<file path="config.mk">
export PLATFORM = sky130hd
export DESIGN_NAME = alarm_mode_ctrl
export DESIGN_NICKNAME = d
export VERILOG_FILES = /design/src/rtl/alarm_mode_ctrl.sv
export SDC_FILE = /design/constraint.sdc
export NUM_CORES = 1
export LEC_CHECK = 0
export BUFFER_PORTS_ARGS = -buffer_cell sky130_fd_sc_hd__buf_2
export CORE_MARGIN = 10
export CORE_UTILIZATION = 48
export CTS_BUF_LIST = sky130_fd_sc_hd__clkbuf_4
export DETAILED_ROUTE_END_ITERATION = 16
export MAX_ROUTING_LAYER = met4
export PLACE_DENSITY = 0.65
export RECOVER_POWER = 100
export SLEW_MARGIN = 20
export SYNTH_ARGS = -nofsm -noshare
export SYNTH_HDL_FRONTEND = slang
export SYNTH_SLANG_ARGS = --single-unit
</file>
<file path="constraint.sdc">
create_clock -name clk -period 6.64 [get_ports clk]
set_input_delay 0.996 -clock clk [delete_from_list [all_inputs] [get_ports clk]]
set_output_delay 0.996 -clock clk [all_outputs]
set_load 0.005 [all_outputs]
</file>
<file path="src/rtl/alarm_mode_ctrl.sv">
// alarm_mode_ctrl: alarm clock with time and alarm setting modes.
//
// A prescaler divides clk into a 1 s tick and a 0.5 s half-tick. Time
// (hr:min:sec) advances on each tick. Five single-cycle buttons let the user
// set the time and alarm fields. When the time reaches the alarm, the block
// rings until a button is pressed or RING_SECS ticks pass.
//
// Parameters:
//   TICK_DIV  : clk cycles per 1 s tick (>= 2)
//   HOURS     : hour modulus (12 or 24)
//   RING_SECS : seconds of ringing before auto-dismiss (1..255)
//
// Ports:
//   clk                            : system clock
//   rst                            : asynchronous reset, active low
//   btn_c/u/d/l/r                  : debounced single-cycle button pulses
//   digits[15:0]                   : BCD hh:mm (time, or alarm while setting it)
//   mode_led[4:0]                  : one-hot CLOCK/SET_TH/SET_TM/SET_AH/SET_AM, all 0 in RING
//   blink                          : 0.5 s toggle while a field is being edited
//   ringing                        : high while the alarm rings
//   colon                          : 0.5 s toggle in CLOCK/RING, steady 1 while setting
//
// Optional feature: define ALARM_SNOOZE_EN to add snooze. btn_u in RING then
// arms a one-shot alarm at alarm time + 5 min.

module alarm_mode_ctrl #(
   parameter int unsigned TICK_DIV  = 100000000,
   parameter int unsigned HOURS     = 24,
   parameter int unsigned RING_SECS = 60
) (
   input  logic        clk,
   input  logic        rst,
   input  logic        btn_c,
   input  logic        btn_u,
   input  logic        btn_d,
   input  logic        btn_l,
   input  logic        btn_r,
   output logic [15:0] digits,
   output logic [4:0]  mode_led,
   output logic        blink,
   output logic        ringing,
   output logic        colon
);

   localparam int unsigned PW = (TICK_DIV > 2) ? $clog2(TICK_DIV) : 1;

   typedef enum logic [2:0] {
      ST_CLOCK,
      ST_SET_TH,
      ST_SET_TM,
      ST_SET_AH,
      ST_SET_AM,
      ST_RING
   } state_e;

   state_e        state_q, state_d;
   logic [PW-1:0] pre_q;
   logic          half_q;
   logic [5:0]    sec_q, sec_d, min_q, min_d, hr_q, hr_d;
   logic [5:0]    amin_q, amin_d, ahr_q, ahr_d;
   logic [7:0]    ring_q, ring_d;

   logic          tick, half_tick, time_run, match;
   logic          btn_ok, pc, pu, pd, pl, pr;
   logic          in_set, show_alarm;
   logic [4:0]    btn_vec;

`ifdef ALARM_SNOOZE_EN
   logic          snz_arm_q, snz_arm_d;
   logic [5:0]    snz_min_q, snz_min_d, snz_hr_q, snz_hr_d;
`endif

   function automatic logic [5:0] wrap_inc(input logic [5:0] v, input logic [5:0] top);
      return (v == top) ? 6'd0 : v + 6'd1;
   endfunction

   function automatic logic [5:0] wrap_dec(input logic [5:0] v, input logic [5:0] top);
      return (v == 6'd0) ? top : v - 6'd1;
   endfunction

   function automatic logic [7:0] to_bcd(input logic [5:0] v);
      return {4'(v / 6'd10), 4'(v % 6'd10)};
   endfunction

   // Prescaler and half-second phase. Both run in every state.
   assign tick      = (pre_q == PW'(TICK_DIV - 1));
   assign half_tick = tick || (pre_q == PW'(TICK_DIV / 2 - 1));

   always_ff @(posedge clk or negedge rst) begin
      if (!rst) begin
         pre_q  <= '0;
         half_q <= 1'b0;
      end else begin
         pre_q  <= tick ? '0 : pre_q + 1'b1;
         if (half_tick) begin
            half_q <= ~half_q;
         end
      end
   end

   // A button press counts only when exactly one button is high.
   assign btn_vec = {btn_c, btn_u, btn_d, btn_l, btn_r};
   assign btn_ok  = $onehot(btn_vec);
   assign pc      = btn_ok & btn_c;
   assign pu      = btn_ok & btn_u;
   assign pd      = btn_ok & btn_d;
   assign pl      = btn_ok & btn_l;
   assign pr      = btn_ok & btn_r;

   always_ff @(posedge clk or negedge rst) begin
      if (!rst) begin
         state_q <= ST_CLOCK;
         sec_q   <= '0;
         min_q   <= '0;
         hr_q    <= '0;
         amin_q  <= '0;
         ahr_q   <= '0;
         ring_q  <= '0;
`ifdef ALARM_SNOOZE_EN
         snz_arm_q <= 1'b0;
         snz_min_q <= '0;
         snz_hr_q  <= '0;
`endif
      end else begin
         state_q <= state_d;
         sec_q   <= sec_d;
         min_q   <= min_d;
         hr_q    <= hr_d;
         amin_q  <= amin_d;
         ahr_q   <= ahr_d;
         ring_q  <= ring_d;
`ifdef ALARM_SNOOZE_EN
         snz_arm_q <= snz_arm_d;
         snz_min_q <= snz_min_d;
         snz_hr_q  <= snz_hr_d;
`endif
      end
   end

   always_comb begin
      state_d  = state_q;
      sec_d    = sec_q;
      min_d    = min_q;
      hr_d     = hr_q;
      amin_d   = amin_q;
      ahr_d    = ahr_q;
      ring_d   = ring_q;
`ifdef ALARM_SNOOZE_EN
      snz_arm_d = snz_arm_q;
      snz_min_d = snz_min_q;
      snz_hr_d  = snz_hr_q;
`endif

      // Time stops only while a time field is being edited.
      time_run = tick && (state_q != ST_SET_TH) && (state_q != ST_SET_TM);
      if (time_run) begin
         sec_d = wrap_inc(sec_q, 6'd59);
         if (sec_q == 6'd59) begin
            min_d = wrap_inc(min_q, 6'd59);
            if (min_q == 6'd59) begin
               hr_d = wrap_inc(hr_q, 6'(HOURS - 1));
            end
         end
      end

      // Compare against the post-carry time so the match lands on the
      // tick where sec rolls over to 0.
      match = time_run && (sec_q == 6'd59) && ({hr_d, min_d} == {ahr_q, amin_q});
`ifdef ALARM_SNOOZE_EN
      if (time_run && (sec_q == 6'd59) && snz_arm_q &&
          ({hr_d, min_d} == {snz_hr_q, snz_min_q})) begin
         match = 1'b1;
      end
`endif

      case (state_q)
         ST_CLOCK: begin
            if (pc) begin
               state_d = ST_SET_TH;
`ifdef ALARM_SNOOZE_EN
               snz_arm_d = 1'b0;
`endif
            end else if (match) begin
               state_d = ST_RING;
               ring_d  = '0;
`ifdef ALARM_SNOOZE_EN
               snz_arm_d = 1'b0;
`endif
            end
         end
         ST_SET_TH: begin
            if (pc)      state_d = ST_CLOCK;
            else if (pr) state_d = ST_SET_TM;
            else if (pl) state_d = ST_SET_AM;
            else if (pu) begin
               hr_d  = wrap_inc(hr_q, 6'(HOURS - 1));
               sec_d = '0;
            end else if (pd) begin
               hr_d  = wrap_dec(hr_q, 6'(HOURS - 1));
               sec_d = '0;
            end
         end
         ST_SET_TM: begin
            if (pc)      state_d = ST_CLOCK;
            else if (pr) state_d = ST_SET_AH;
            else if (pl) state_d = ST_SET_TH;
            else if (pu) begin
               min_d = wrap_inc(min_q, 6'd59);
               sec_d = '0;
            end else if (pd) begin
               min_d = wrap_dec(min_q, 6'd59);
               sec_d = '0;
            end
         end
         ST_SET_AH: begin
            if (pc)      state_d = ST_CLOCK;
            else if (pr) state_d = ST_SET_AM;
            else if (pl) state_d = ST_SET_TM;
            else if (pu) ahr_d = wrap_inc(ahr_q, 6'(HOURS - 1));
            else if (pd) ahr_d = wrap_dec(ahr_q, 6'(HOURS - 1));
         end
         ST_SET_AM: begin
            if (pc)      state_d = ST_CLOCK;
            else if (pr) state_d = ST_SET_TH;
            else if (pl) state_d = ST_SET_AH;
            else if (pu) amin_d = wrap_inc(amin_q, 6'd59);
            else if (pd) amin_d = wrap_dec(amin_q, 6'd59);
         end
         ST_RING: begin
            if (btn_ok) begin
               state_d = ST_CLOCK;
`ifdef ALARM_SNOOZE_EN
               if (pu) begin
                  snz_arm_d = 1'b1;
                  if (amin_q >= 6'd55) begin
                     snz_min_d = amin_q - 6'd55;
                     snz_hr_d  = wrap_inc(ahr_q, 6'(HOURS - 1));
                  end else begin
                     snz_min_d = amin_q + 6'd5;
                     snz_hr_d  = ahr_q;
                  end
               end
`endif
            end else if (tick) begin
               if (ring_q == 8'(RING_SECS - 1)) state_d = ST_CLOCK;
               else                             ring_d  = ring_q + 8'd1;
            end
         end
         default: state_d = ST_CLOCK;
      endcase
   end

   // Outputs are decoded from registered state.
   assign in_set     = (state_q == ST_SET_TH) || (state_q == ST_SET_TM) ||
                       (state_q == ST_SET_AH) || (state_q == ST_SET_AM);
   assign show_alarm = (state_q == ST_SET_AH) || (state_q == ST_SET_AM);
   assign blink      = in_set & half_q;
   assign colon      = in_set | half_q;
   assign ringing    = (state_q == ST_RING);
   assign digits     = {to_bcd(show_alarm ? ahr_q : hr_q),
                        to_bcd(show_alarm ? amin_q : min_q)};

   always_comb begin
      mode_led = '0;
      case (state_q)
         ST_CLOCK:  mode_led = 5'b00001;
         ST_SET_TH: mode_led = 5'b00010;
         ST_SET_TM: mode_led = 5'b00100;
         ST_SET_AH: mode_led = 5'b01000;
         ST_SET_AM: mode_led = 5'b10000;
         default:   mode_led = '0;
      endcase
   end

endmodule

</file>
==> results.txt <==
Pwr Density: 452 nW/um^2
RSZ-0062 raised after global routing: false
Failing checks: max-capacitance violations, max-slew violations
Vias in the first global route: 5101
Synth Warn #: 0
Clock tree sinks: 69
Library cells used by synthesis: 78
Worst Skew: 0.0219 ns
Min cycle time layout: 5.41 ns
Worst EP required: 5.64 ns
CP max stage delay: 0.56 ns
Final setup fails: 0
Drc violations: 0
GRT Residual Overflow: 0
Inserted Diodes: 0
Syn Inst Count: 719
GPL Wtd Cong: 0.868
DR vias/cell: 6.18
Largest net degree at the start of global routing: 70
Hpwl dp: 10800 um
First-pass GRT wire length: 25200 um
Final Hold Viols: 0
Final total power: 2.76 mW
CP startpoint kind: flop
Post-DP Area: 6010 um^2
Drt wl/cell: 17.2 um
Critical Path Sink Type: primary output
First-pass DRT Iterations: 5
Status: finished, violations left
Final wirelength: 15000 um
Final Instance Area: 6110 um^2
Area grow syn2layout: 4.56%
Row cnt: 40
CP startpoint: state_q[0]
Peak VDD IR: 0.164 mV
Post-CTS setup buffers: 0
Post-synth top flop: dfrtp_1
Placed Instances: 857
Final slew viol count: 70
Cells along the critical path: or3b_1 > nand2_1 > mux2_1 > inv_1 > ha_1 > nand2_1 > nor4_1 > a311oi_1 > and2_0 > ha_1 > a21oi_1 > mux2_2 > a21o_1 > clkbuf_1
Post-CTS sizing: 0
Starting DRT DRC Count: 433
Synthesized area: 5840 um^2
Nets@finish: 749
Die W: 130 um
Initial core utilization: 48.8%
#FFs+latches synth: 69
Floorplan core area: 12000 um^2
Skew-Pair Late Insertion Delay: 0.46 ns
CTS tree: done
Vias: 5392
Number of synthesized flops with an enable pin: 0
Clock Tree Buf Depth: 2
Critical path type: reg -> out
Max-cap violation count: 1
GRT Overall Usage: 18.5%
Post-Layout Cell Count: 873
Layout cell share with drive strength beyond 1: 7.44%
Final ANT Viol Nets: 0
Critical Path Fanout Max: 13
Setup TNS: 0 ns
Port-buffer cells: 28
Worst Path Arrival: 4.41 ns
Async SR Flop Fraction: 100%
Cell family with most CP delay: simple AND/OR/NAND/NOR gates
Final Core Density: 51.1%
Worst r2r src: pre_q[0]
Period utilization: 81.4%
H-tree depth: 3
Min-delay src: half_q
DP Worst Slack: 1.36 ns
Hold WC Path Type: reg -> reg
Hold-fix buffers at CTS: 0
CTS Buf Count: 9
Mean Syn Cell Area: 8.12 um^2
Max Freq: 185 MHz
Hold WS: 0.505 ns
Part of the Yosys area used for sequential elements: 29.6%
Rel. slew slack: -157%
Worst Path Buf+Inv: 2
Die H: 130 um
Ports: 31
Clock transition at path regs: 0.14 ns
Worst-Margin Slew: 3.86 ns
Leak: 2.57 nW
Critical path's slowest cell: dfrtp_1
CTS Root Cell: clkbuf_4
Worst setup margin: 1.23 ns
Die area: 17000 um^2
Antenna violations before repair: 0
-- synth_stat cells (11+ instances only) --
cell      count  area (um^2)
a31oi_1      21          131
and2_1       13         81.3
nand4_1      17          106
nor2_1       74          278
mux2i_1      15          150
ha_1         19          238
nand3_1      28          140
dfrtp_1      69         1730
nand2_1      62          233
o22ai_1      17          106
a21oi_1      38          190
inv_1        19         71.3
xnor2_1      27          236
xor2_1       34          298
and3_1       11         68.8
nor3_1       14         70.1
o21ai_0      43          215
clkbuf_1     26         97.6
-- worst register-to-register path, stage by stage, from the launching register on --
cell and delay [ns]:
dfrtp_1 0.42, ha_1 0.19, and3_1 0.36, nand3_1 0.22, nor4_4 0.56, nand2_4 0.18
nand4b_4 0.25, a211oi_4 0.57, a31oi_1 0.18
-- power breakdown --
group / internal, mW / leakage (nW) / switching (mW)
clock network: 0.118 / 0.0740 / 0.167
registers: 0.498 / 0.902 / 0.255
logic: 0.742 / 1.59 / 0.978
-- final cells by class --
| type | count | area, um^2 |
|---|---|---|
| fill | 1185 | 5850 |
| multi-input combinational | 588 | 3840 |
| sequential | 69 | 1730 |
| tap | 147 | 184 |
| timing repair buffer | 32 | 141 |
| inverter | 21 | 78.8 |
| clock buffer | 10 | 75.1 |
| clock inverter | 6 | 63.8 |
-- flip-flops by register name, indices dropped and copies added (netlist names) --
name and flops:
pre_q 27, ring_q 8, ahr_q 6, amin_q 6, hr_q 6, min_q 6, sec_q 6, state_q 3
half_q 1
-- placed cells by master, fill, tap and decap left out, types with 8 or more instances in the layout --
cell type | synthesis | layout
nor2b_1 | 9 | 9
xor2_1 | 34 | 34
dfrtp_1 | 69 | 69
mux2i_1 | 15 | 15
buf_2 | 9 | 14
clkbuf_1 | 26 | 17
xnor2_1 | 27 | 27
nor2_1 | 74 | 75
and2_0 | 3 | 8
o21ai_0 | 43 | 43
ha_1 | 19 | 19
a31oi_1 | 21 | 21
inv_1 | 19 | 21
and2_1 | 13 | 8
and3_1 | 11 | 11
a21oi_1 | 38 | 38
clkbuf_4 | 0 | 10
nand3_1 | 28 | 28
nand2_1 | 62 | 63
o22ai_1 | 17 | 17
nor3_1 | 14 | 15
nand4_1 | 17 | 17
nand2b_1 | 9 | 9
-- kinds of logic (layout without fill, tap and decap cells) --
logic type	Yosys count	count (layout)	share of synthesized area, %
xor+xnor	62	62	9.42
other cells	1	2	0.0642
mux	22	22	3.92
fa+ha+maj	21	21	4.75
compound gates	189	189	21.1
buf+inv	63	69	4.63
simple gates	292	292	26.5
flops	69	69	29.6
-- layer usage --
metal	routed length, um	GRT usage, %
met2	7280	30.0
met1	6930	23.3
met3	642	3.65
met5	0	-
met4	133	4.50
-- final timing paths --
check                              to  slack (ns)  cells past startpoint
setup / recovery           digits[11]        1.23                     14
hold / removal                 half_q        0.51                      1
setup reg to reg            ring_q[7]        3.58                      8
hold reg to reg                half_q        0.51                      1
max in group asynchronous      half_q        2.51                      2
min in group asynchronous    ahr_q[3]        1.96                      2
Note: power is estimated with default switching activity, not from simulation.
